<file path="config.mk">
export PLATFORM = sky130hd
export DESIGN_NAME = modulator_sequencer
export DESIGN_NICKNAME = d
export VERILOG_FILES = /design/src/rtl/modulator_sequencer.sv
export SDC_FILE = /design/constraint.sdc
export NUM_CORES = 1
export LEC_CHECK = 0
export BUFFER_PORTS_ARGS = -buffer_cell sky130_fd_sc_hd__clkbuf_2
export CAP_MARGIN = 20
export CORE_UTILIZATION = 50
export DETAILED_ROUTE_END_ITERATION = 6
export PLACE_DENSITY = 0.69
export SYNTH_ARGS = -nofsm -noshare
export SYNTH_HDL_FRONTEND = slang
export SYNTH_SLANG_ARGS = --single-unit
</file>
<file path="constraint.sdc">
create_clock -name clk_in -period 4.3 [get_ports clk_in]
set_input_delay 0.43 -clock clk_in [delete_from_list [all_inputs] [get_ports clk_in]]
set_output_delay 0.43 -clock clk_in [all_outputs]
set_load 0.01 [all_outputs]
</file>
<file path="src/rtl/modulator_sequencer.sv">
// Table-driven sequencer that steps the PWM sine modulator through programmed operating points.
// Build option: define MODSEQ_LOOP_EN to wrap back to entry 0 forever instead of finishing.
module modulator_sequencer #(
  parameter int          entries_p      = 4,
  parameter int          dwell_width_p  = 16,
  parameter logic [31:0] def_div_high_p = 32'd1000000,
  parameter logic [31:0] def_div_low_p  = 32'd4000000
) (
  input  logic                           clk_in,
  input  logic                           rst_in,
  input  logic                           wr_en,
  input  logic [$clog2(entries_p)-1:0]   wr_addr,
  input  logic [31:0]                    wr_div_high,
  input  logic [31:0]                    wr_div_low,
  input  logic                           wr_sel,
  input  logic [dwell_width_p-1:0]       wr_dwell,
  input  logic [$clog2(entries_p)-1:0]   last_idx,
  input  logic                           start,
  input  logic                           stop,
  output logic                           busy,
  output logic                           done,
  output logic                           step,
  output logic                           wr_err,
  output logic [$clog2(entries_p)-1:0]   cur_idx,
  output logic                           sw0_out,
  output logic [31:0]                    div_factor_freqhigh,
  output logic [31:0]                    div_factor_freqlow,
  output logic [1:0]                     state_dbg
);

  localparam int idx_w_lp = $clog2(entries_p);

  typedef enum logic [1:0] {
    IDLE = 2'd0,
    RUN  = 2'd1,
    DONE = 2'd2
  } state_t;

  state_t state_q, state_d;

  logic [31:0]              tbl_high  [entries_p];
  logic [31:0]              tbl_low   [entries_p];
  logic                     tbl_sel   [entries_p];
  logic [dwell_width_p-1:0] tbl_dwell [entries_p];

  logic [dwell_width_p-1:0] cnt_q;
  logic [idx_w_lp-1:0]      last_q;

  logic                     load_en;
  logic                     finish;
  logic [idx_w_lp-1:0]      load_idx;
  logic [dwell_width_p-1:0] load_dwell;
  logic [dwell_width_p-1:0] reload_val;

  assign state_dbg = state_q;

  // start/stop are single-cycle strobes sampled on the clock edge; stop always
  // overrides start, and start only has effect while IDLE.
  always_comb begin
    state_d  = state_q;
    load_en  = 1'b0;
    finish   = 1'b0;
    load_idx = '0;
    unique case (state_q)
      IDLE: begin
        if (start) begin
          state_d = RUN;
          load_en = 1'b1;
        end
      end
      RUN: begin
        if (cnt_q == '0) begin
          if (cur_idx < last_q) begin
            load_en  = 1'b1;
            load_idx = cur_idx + 1'b1;
          end else begin
`ifdef MODSEQ_LOOP_EN
            load_en  = 1'b1;
            load_idx = '0;
`else
            state_d = DONE;
            finish  = 1'b1;
`endif
          end
        end
      end
      DONE:    state_d = IDLE;
      default: state_d = IDLE;
    endcase
    if (stop) begin
      state_d = IDLE;
      load_en = 1'b0;
      finish  = 1'b0;
    end
    load_dwell = tbl_dwell[load_idx];
    // A zero dwell is stretched to one cycle so the counter can never wrap.
    reload_val = (load_dwell == '0) ? '0 : load_dwell - 1'b1;
  end

  always_ff @(posedge clk_in) begin
    if (rst_in) begin
      state_q             <= IDLE;
      cnt_q               <= '0;
      last_q              <= '0;
      cur_idx             <= '0;
      busy                <= 1'b0;
      done                <= 1'b0;
      step                <= 1'b0;
      wr_err              <= 1'b0;
      sw0_out             <= 1'b0;
      div_factor_freqhigh <= def_div_high_p;
      div_factor_freqlow  <= def_div_low_p;
      for (int i = 0; i < entries_p; i++) begin
        tbl_high[i]  <= def_div_high_p;
        tbl_low[i]   <= def_div_low_p;
        tbl_sel[i]   <= 1'b0;
        tbl_dwell[i] <= dwell_width_p'(1);
      end
    end else begin
      state_q <= state_d;
      busy    <= (state_d == RUN);
      step    <= load_en;
      done    <= finish;
      wr_err  <= wr_en & busy;
      // Table update lands after this edge, so a same-edge start still sees the old entry.
      if (wr_en && !busy) begin
        tbl_high[wr_addr]  <= wr_div_high;
        tbl_low[wr_addr]   <= wr_div_low;
        tbl_sel[wr_addr]   <= wr_sel;
        tbl_dwell[wr_addr] <= wr_dwell;
      end
      if (load_en) begin
        div_factor_freqhigh <= tbl_high[load_idx];
        div_factor_freqlow  <= tbl_low[load_idx];
        sw0_out             <= tbl_sel[load_idx];
        cur_idx             <= load_idx;
        cnt_q               <= reload_val;
      end else if (state_q == RUN && cnt_q != '0) begin
        cnt_q <= cnt_q - 1'b1;
      end
      if (load_en && state_q == IDLE) last_q <= last_idx;
    end
  end

endmodule
</file>
# After elaboration in Yosys (flattened, before gate mapping)
# Memory sizes are Yosys's and may differ from the RTL's. A register that Yosys moved wholly into a read port is not among the register bits.
# Cells that the tools add are included.
# W data, S select, Z words.
# classes
eq_ne	2
reduce_logical	14
div	0
muxes	34
mul	0
n_addsub	3
order_cmp	1
shift	0
bitwise_logic	3
# op_table
operator	count
$mux W16	4
$mux W32	2
$reduce_or A32 Y1	2
$logic_not A16 Y1	2
$sub A16 B1 Y16 const B	2
$mux W2	11
$reduce_bool A16 Y1	1
$reduce_or A16 Y1	1
$mux W1	15
$eq A2 B1 Y1 const B	2
$pmux W2 S2	1
$reduce_or A4 Y1	1
$logic_and A1 B1 Y1	3
$add A2 B1 Y2 const B	1
$logic_not A2 Y1	1
$lt A2 B2 Y1	1
$not A1 Y1	2
$pmux W1 S2	1
$reduce_bool A2 Y1	1
$and A1 B1 Y1	1
$logic_not A1 Y1	1
$reduce_or A1 Y1	1
# word_totals
mem_bits_ro	0
inputBits	90
latchBits	0
out_inout_bits	73
ram_bits	324
register_bits	26
wordCells	69
n_memories	4
# memory_table
memory	words	word_bits	rd	rd_ports_with_merged_regs	write_ports	line	rtl
tbl_high	4	32	1	1	4	41	logic [31:0] tbl_high [entries_p];
tbl_low	4	32	1	1	4	42	logic [31:0] tbl_low [entries_p];
tbl_dwell	4	16	1	0	4	44	logic [dwell_width_p-1:0] tbl_dwell [entries_p];
tbl_sel	4	1	1	1	4	43	logic tbl_sel [entries_p];

# Logic depth before layout (Yosys ltp)
# An unclocked memory read counts as a cell.
# depth
depth_word	8
depth_mapped	14
depth_no_buf	12

# Least setup slack after synthesis
# Ideal clock, no wire load.
# synth_path
path_kind	input to register
startpoint	in wr_en
endpoint	mem tbl_dwell[1][0], enable pin
required_ns	3.896
n_path_buf	2
setup_ns	0.404
arrival_time_ns	3.022
stages	6
setup_slack_ns	0.874
path_cell_list	nor2b_1 -> nor2b_1 -> clkbuf_1 -> nor3b_1 -> clkbuf_1 -> or2_2
# synth_rtl
item	line	rtl
start: declaration	11	input logic wr_en,
end: declaration	44	

# Worst setup path in the final report
# layout_path
startpoint	reg last_q[1]
endpoint	reg cnt_q[2]
# layout_via
elab_chain_len	8
# layout_lines
item	line	rtl
start: declaration	47	logic [idx_w_lp-1:0] last_q;
start signal: assignment	141	if (load_en && state_q == IDLE) last_q <= last_idx;
$lt A2 B2 Y1 *	73	if (cur_idx < last_q) begin
$mux W2	73	
$mux W2	72	if (cnt_q == '0) begin
$mux W2	64	unique case (state_q)
$mem_v2 Z4 W16	n/a	
$sub A16 B1 Y16 or $logic_not A16 Y1 (tied branches)	97	reload_val = (load_dwell == '0) ? '0 : load_dwell - 1'b1;
$mux W16	97	
$mux W16	132	if (load_en) begin
end signal: assignment	137	cnt_q <= reload_val;
end signal: assignment	139	cnt_q <= cnt_q - 1'b1;
end: declaration	46	logic [dwell_width_p-1:0] cnt_q;
# Mark *: on every way between the ends. The rest lies on a longest branch, timed or not.
# A chain may end at the register's enable or synchronous reset.

==> summary.txt <==
Floorplanning
  • Full die area: 0.0377 sq mm
  • Core ar.: roughly 0.036 sq mm
  • I/O pin cnt: 163
  • Die H: 194 um
  • Row count: 70
  • Initial Utilization: 0.507
  • Die W: roughly 190 um

GRT
  • Total GRT Usage: 0.248
  • First-pass GRT wire length: a little over 70000 um
  • Antenna violations before repair: 3
  • Number of global-route vias before repair: around 13000
  • Largest net degree at the start of global routing: 82
  • Gr ovfl total: 0

Layout
  • Proportion of layout cells with a drive suffix above 1: 0.159
  • Most common cell after layout, fill and taps aside: nand2_1
  • Commonest non-fill, non-tap cells in the layout: 345 x nand2_1, 324 x edfxtp_1, 265 x and2_1
  • Area delta synth->final: 14.7%
  • Fin cells: ~2400
  • Nets: slightly below 2000

Critical path
  • WP data arrival: approximately 4.4 ns
  • Ordered list of cells on the worst path: inv_1 -> ha_1 -> or3b_1 -> a21o_1 -> or4_4 -> buf_4 -> a21oi_1 -> a21oi_1 -> nand2b_1 -> o41a_1 -> a22oi_1 -> nor3_1
  • Setup crit end: cnt_q[2]$_SDFFE_PP0P_
  • Crit path buffers/inverters: 2
  • CP Depth: 12
  • Crit Path Max Fanout: 60
  • Kind of critical path: reg -> reg
  • CP max stage cell: o41a_1
  • Critical path required time: ~4.7 ns
  • CP Capture Type: flip-flop
  • CP dominant cell by count: a21oi_1
  • CP Launch Type: flip-flop
  • R2R depth: 12
  • CP max stage delay: just under 0.7 ns
  • RR Endpoint: cnt_q[2]$_SDFFE_PP0P_
  • Reg-to-reg slack, setup: 0.26 ns
  • Delay-heaviest family, CP: compound AO/OA/AOI/OAI gates
  • Reg2reg start: last_q[1]$_SDFFE_PP0P_
  • Worst Setup SP: last_q[1]$_SDFFE_PP0P_

Timing
  • Final hold vios: 0
  • Highest Clock Rate: roughly 250 MHz
  • Worst Skew: roughly 0.023 ns
  • RSZ-0062 raised after global routing: false
  • Final Setup Violations: 0
  • Slew HR: 0.371
  • Setup TNS: 0 ns
  • Slew @ Worst Pin: between 0.9 and 1 ns
  • Crit path time final: between 4 and 5 ns
  • Final Max Tran Viols: 0
  • Fin crit share: 0.939

Logic synthesis
  • Seq/Total Area, Yosys: 0.626
  • Synth Instances: between 1500 and 2000
  • Number of flops mapped to enable cells by yosys: 324
  • Seq cells post-synth: ~420
  • Post-Syn Nets: between 1500 and 2000
  • Synth Flop Type: edfxtp_1
  • Warnings from Yosys: 0
  • Cell variety after synth: 58
  • Fraction of registers with async set/reset: 0
  • Synthesized area: 0.0185 sq mm
  • Post-Syn Area per Cell: 10.7 sq um

Routing
  • DR pass1 iterations: 5
  • Routed Antenna Nets: 0
  • DRT iter0 DRCs: slightly below 1000
  • Via count: approximately 13000
  • Post-Route WL: between 40000 and 50000 um
  • Via density: 5.57
  • DRC Markers: 0
  • DR top layer: met5
  • Routed met3 length: roughly 2900 um
  • Wire per inst: 19.6 um
  • Metal-1 WL: 19400 um
  • Metal2 WL: between 20000 and 25000 um

Power and ir drop
  • P_leak: between 7 and 8 nW
  • Total chip power: 8.88 mW
  • Sw power: between 2 and 2.5 mW
  • Peak supply drop: approximately 0.00026 V
  • Sw Ratio: 0.233
  • Sequential Power Share: 0.518
  • Pwr dens: ~420 mW/mm^2
  • Clock power frac: 0.404
  • Int Pwr: 6.81 mW
  • Combinational cell fraction of total power: 0.078

Clock network
  • Clock-pin slew on the worst setup and hold paths: 0.06 ns
  • Clk buf depth: 3
  • CTS tree: built
  • Clock root buffer: clkbuf_16
  • Clk Latency, worst-skew pair: between 0.5 and 0.6 ns
  • Max H-tree Level: 2
  • Post-CTS Setup Inserts: 0
  • Resize count post-CTS: 0
  • CTS Buf Count: 43
  • Clk sinks: a little over 400
  • Hold Buf Count CTS: 0

Placed design
  • # port buffers: approximately 160
  • DP HPWL: roughly 26000 um
  • Gpl congestion: roughly 0.85
  • Dpl cells: 2272

Run
  • Max-Cap Viols: 0

Min path
  • Hold Crit Class: in -> reg

Run status
  • Outcome: finished, final reports clean
==> power groups by stage <==
| stage | Combinational, mW | Sequential, mW | Clock, mW |
|---|---|---|---|
| final | 0.694 | 4.60 | 3.59 |
| after CTS | 0.701 | 4.60 | 3.64 |
| after floorplan | 0.410 | 4.68 | 0 |
| after global routing | 0.767 | 4.62 | 3.78 |
| after global placement | 0.685 | 4.67 | 0 |
| after detailed placement | 0.699 | 4.68 | 0 |
==> worst min path at each step <==
| stage | startpoint | endpoint | slack [ns] | cells after the start |
|---|---|---|---|---|
| 3_3_place_gp | div_factor_freqhigh[31]$_SDFFE_PP0P_ | div_factor_freqhigh[31]$_SDFFE_PP0P_ | 0.44 | 2 |
| 2_1_floorplan | last_q[1]$_SDFFE_PP0P_ | last_q[1]$_SDFFE_PP0P_ | 0.45 | 2 |
| 6_report | wr_en | wr_err$_SDFF_PP0_ | 0.09 | 3 |
| 4_1_cts | wr_en | wr_err$_SDFF_PP0_ | 0.07 | 3 |
| 3_5_place_dp | div_factor_freqhigh[15]$_SDFFE_PP0P_ | div_factor_freqhigh[15]$_SDFFE_PP0P_ | 0.45 | 2 |
| 5_1_grt | wr_en | wr_err$_SDFF_PP0_ | 0.09 | 3 |
==> Yosys cell counts (all sizes together), types with 3 or more instances <==
| cell type | count | share of area |
|---|---|---|
| and2 | 265 | 0.090 |
| a221oi | 4 | 0.0019 |
| nor3b | 3 | 0.0012 |
| nand3 | 181 | 0.049 |
| xor2 | 6 | 0.0028 |
| nor2 | 44 | 0.0098 |
| dfxtp | 91 | 0.099 |
| nand2b | 67 | 0.023 |
| or3b | 3 | 0.0014 |
| a31o | 4 | 0.0024 |
| nand4 | 4 | 0.0020 |
| nor2b | 5 | 0.0017 |
| a22oi | 9 | 0.0045 |
| edfxtp | 324 | 0.53 |
| o31a | 3 | 0.0014 |
| a211oi | 5 | 0.0023 |
| nor3 | 19 | 0.0054 |
| nor4 | 22 | 0.0093 |
| a21o | 3 | 0.0012 |
| a211o | 17 | 0.0081 |
| clkbuf | 104 | 0.021 |
| mux2 | 8 | 0.0049 |
| nand2 | 345 | 0.070 |
| ha | 4 | 0.0027 |
| xnor2 | 20 | 0.0095 |
| inv | 16 | 0.0033 |
| a21oi | 80 | 0.022 |
| buf | 14 | 0.0037 |
| o21ai | 35 | 0.0095 |
==> registers in the layout, indices dropped and copies added, names as in the netlist <==
name and cells:
busy 1, cnt_q 16, cur_idx 2, div_factor_freqhigh 32, div_factor_freqlow 32, done 1, last_q 2, state_dbg 2
step 1, sw0_out 1, tbl_dwell 64, tbl_high 128, tbl_low 128, tbl_sel 4, wr_err 1
==> per-stage QoR <==
stage	utilization	setup WS (ns)	area [sq um]	hold slack, ns
2_1_floorplan	-	0.874	18500	0.454
3_3_place_gp	0.543	0.322	19800	0.444
4_1_cts	0.581	0.256	21200	0.0725
5_1_grt	0.581	0.0279	21200	0.0858
6_report	0.581	0.261	21200	0.0886
3_5_place_dp	0.543	0.262	19800	0.447
==> kinds of logic after synthesis <==
group	Yosys count	share of synthesized area
xor+xnor	26	0.0123
mux	9	0.00542
fa+ha+maj	4	0.00271
buf+inv	134	0.0281
flops	415	0.626
compound gates	171	0.0578
simple gates	969	0.268
==> final cells by class <==
class	instances	area, sq um
timing repair buffer	194	1140
sequential	415	11600
inverter	16	60.1
clock inverter	15	97.6
tap	468	586
antenna	1	2.50
fill	3023	15300
multi-input combinational	1179	6460
clock buffer	65	1270
==> worst register-to-register path, stage by stage, from the launching register on <==
cell and delay, ns:
dfxtp_1 0.33, inv_1 0.05, ha_1 0.18, or3b_1 0.40, a21o_1 0.37, or4_4 0.63, buf_4 0.35, a21oi_1 0.21
a21oi_1 0.12, nand2b_1 0.22, o41a_1 0.68, a22oi_1 0.29, nor3_1 0.07
==> per-layer routing <==
metal | vias up | global-route usage
met5 | - | 0
met4 | 4 | 0.0653
met3 | 70 | 0.0376
met2 | 407 | 0.440
met1 | 6419 | 0.316
li1 | 6213 | -
No activity file was read; power rests on OpenSTA's default activity.
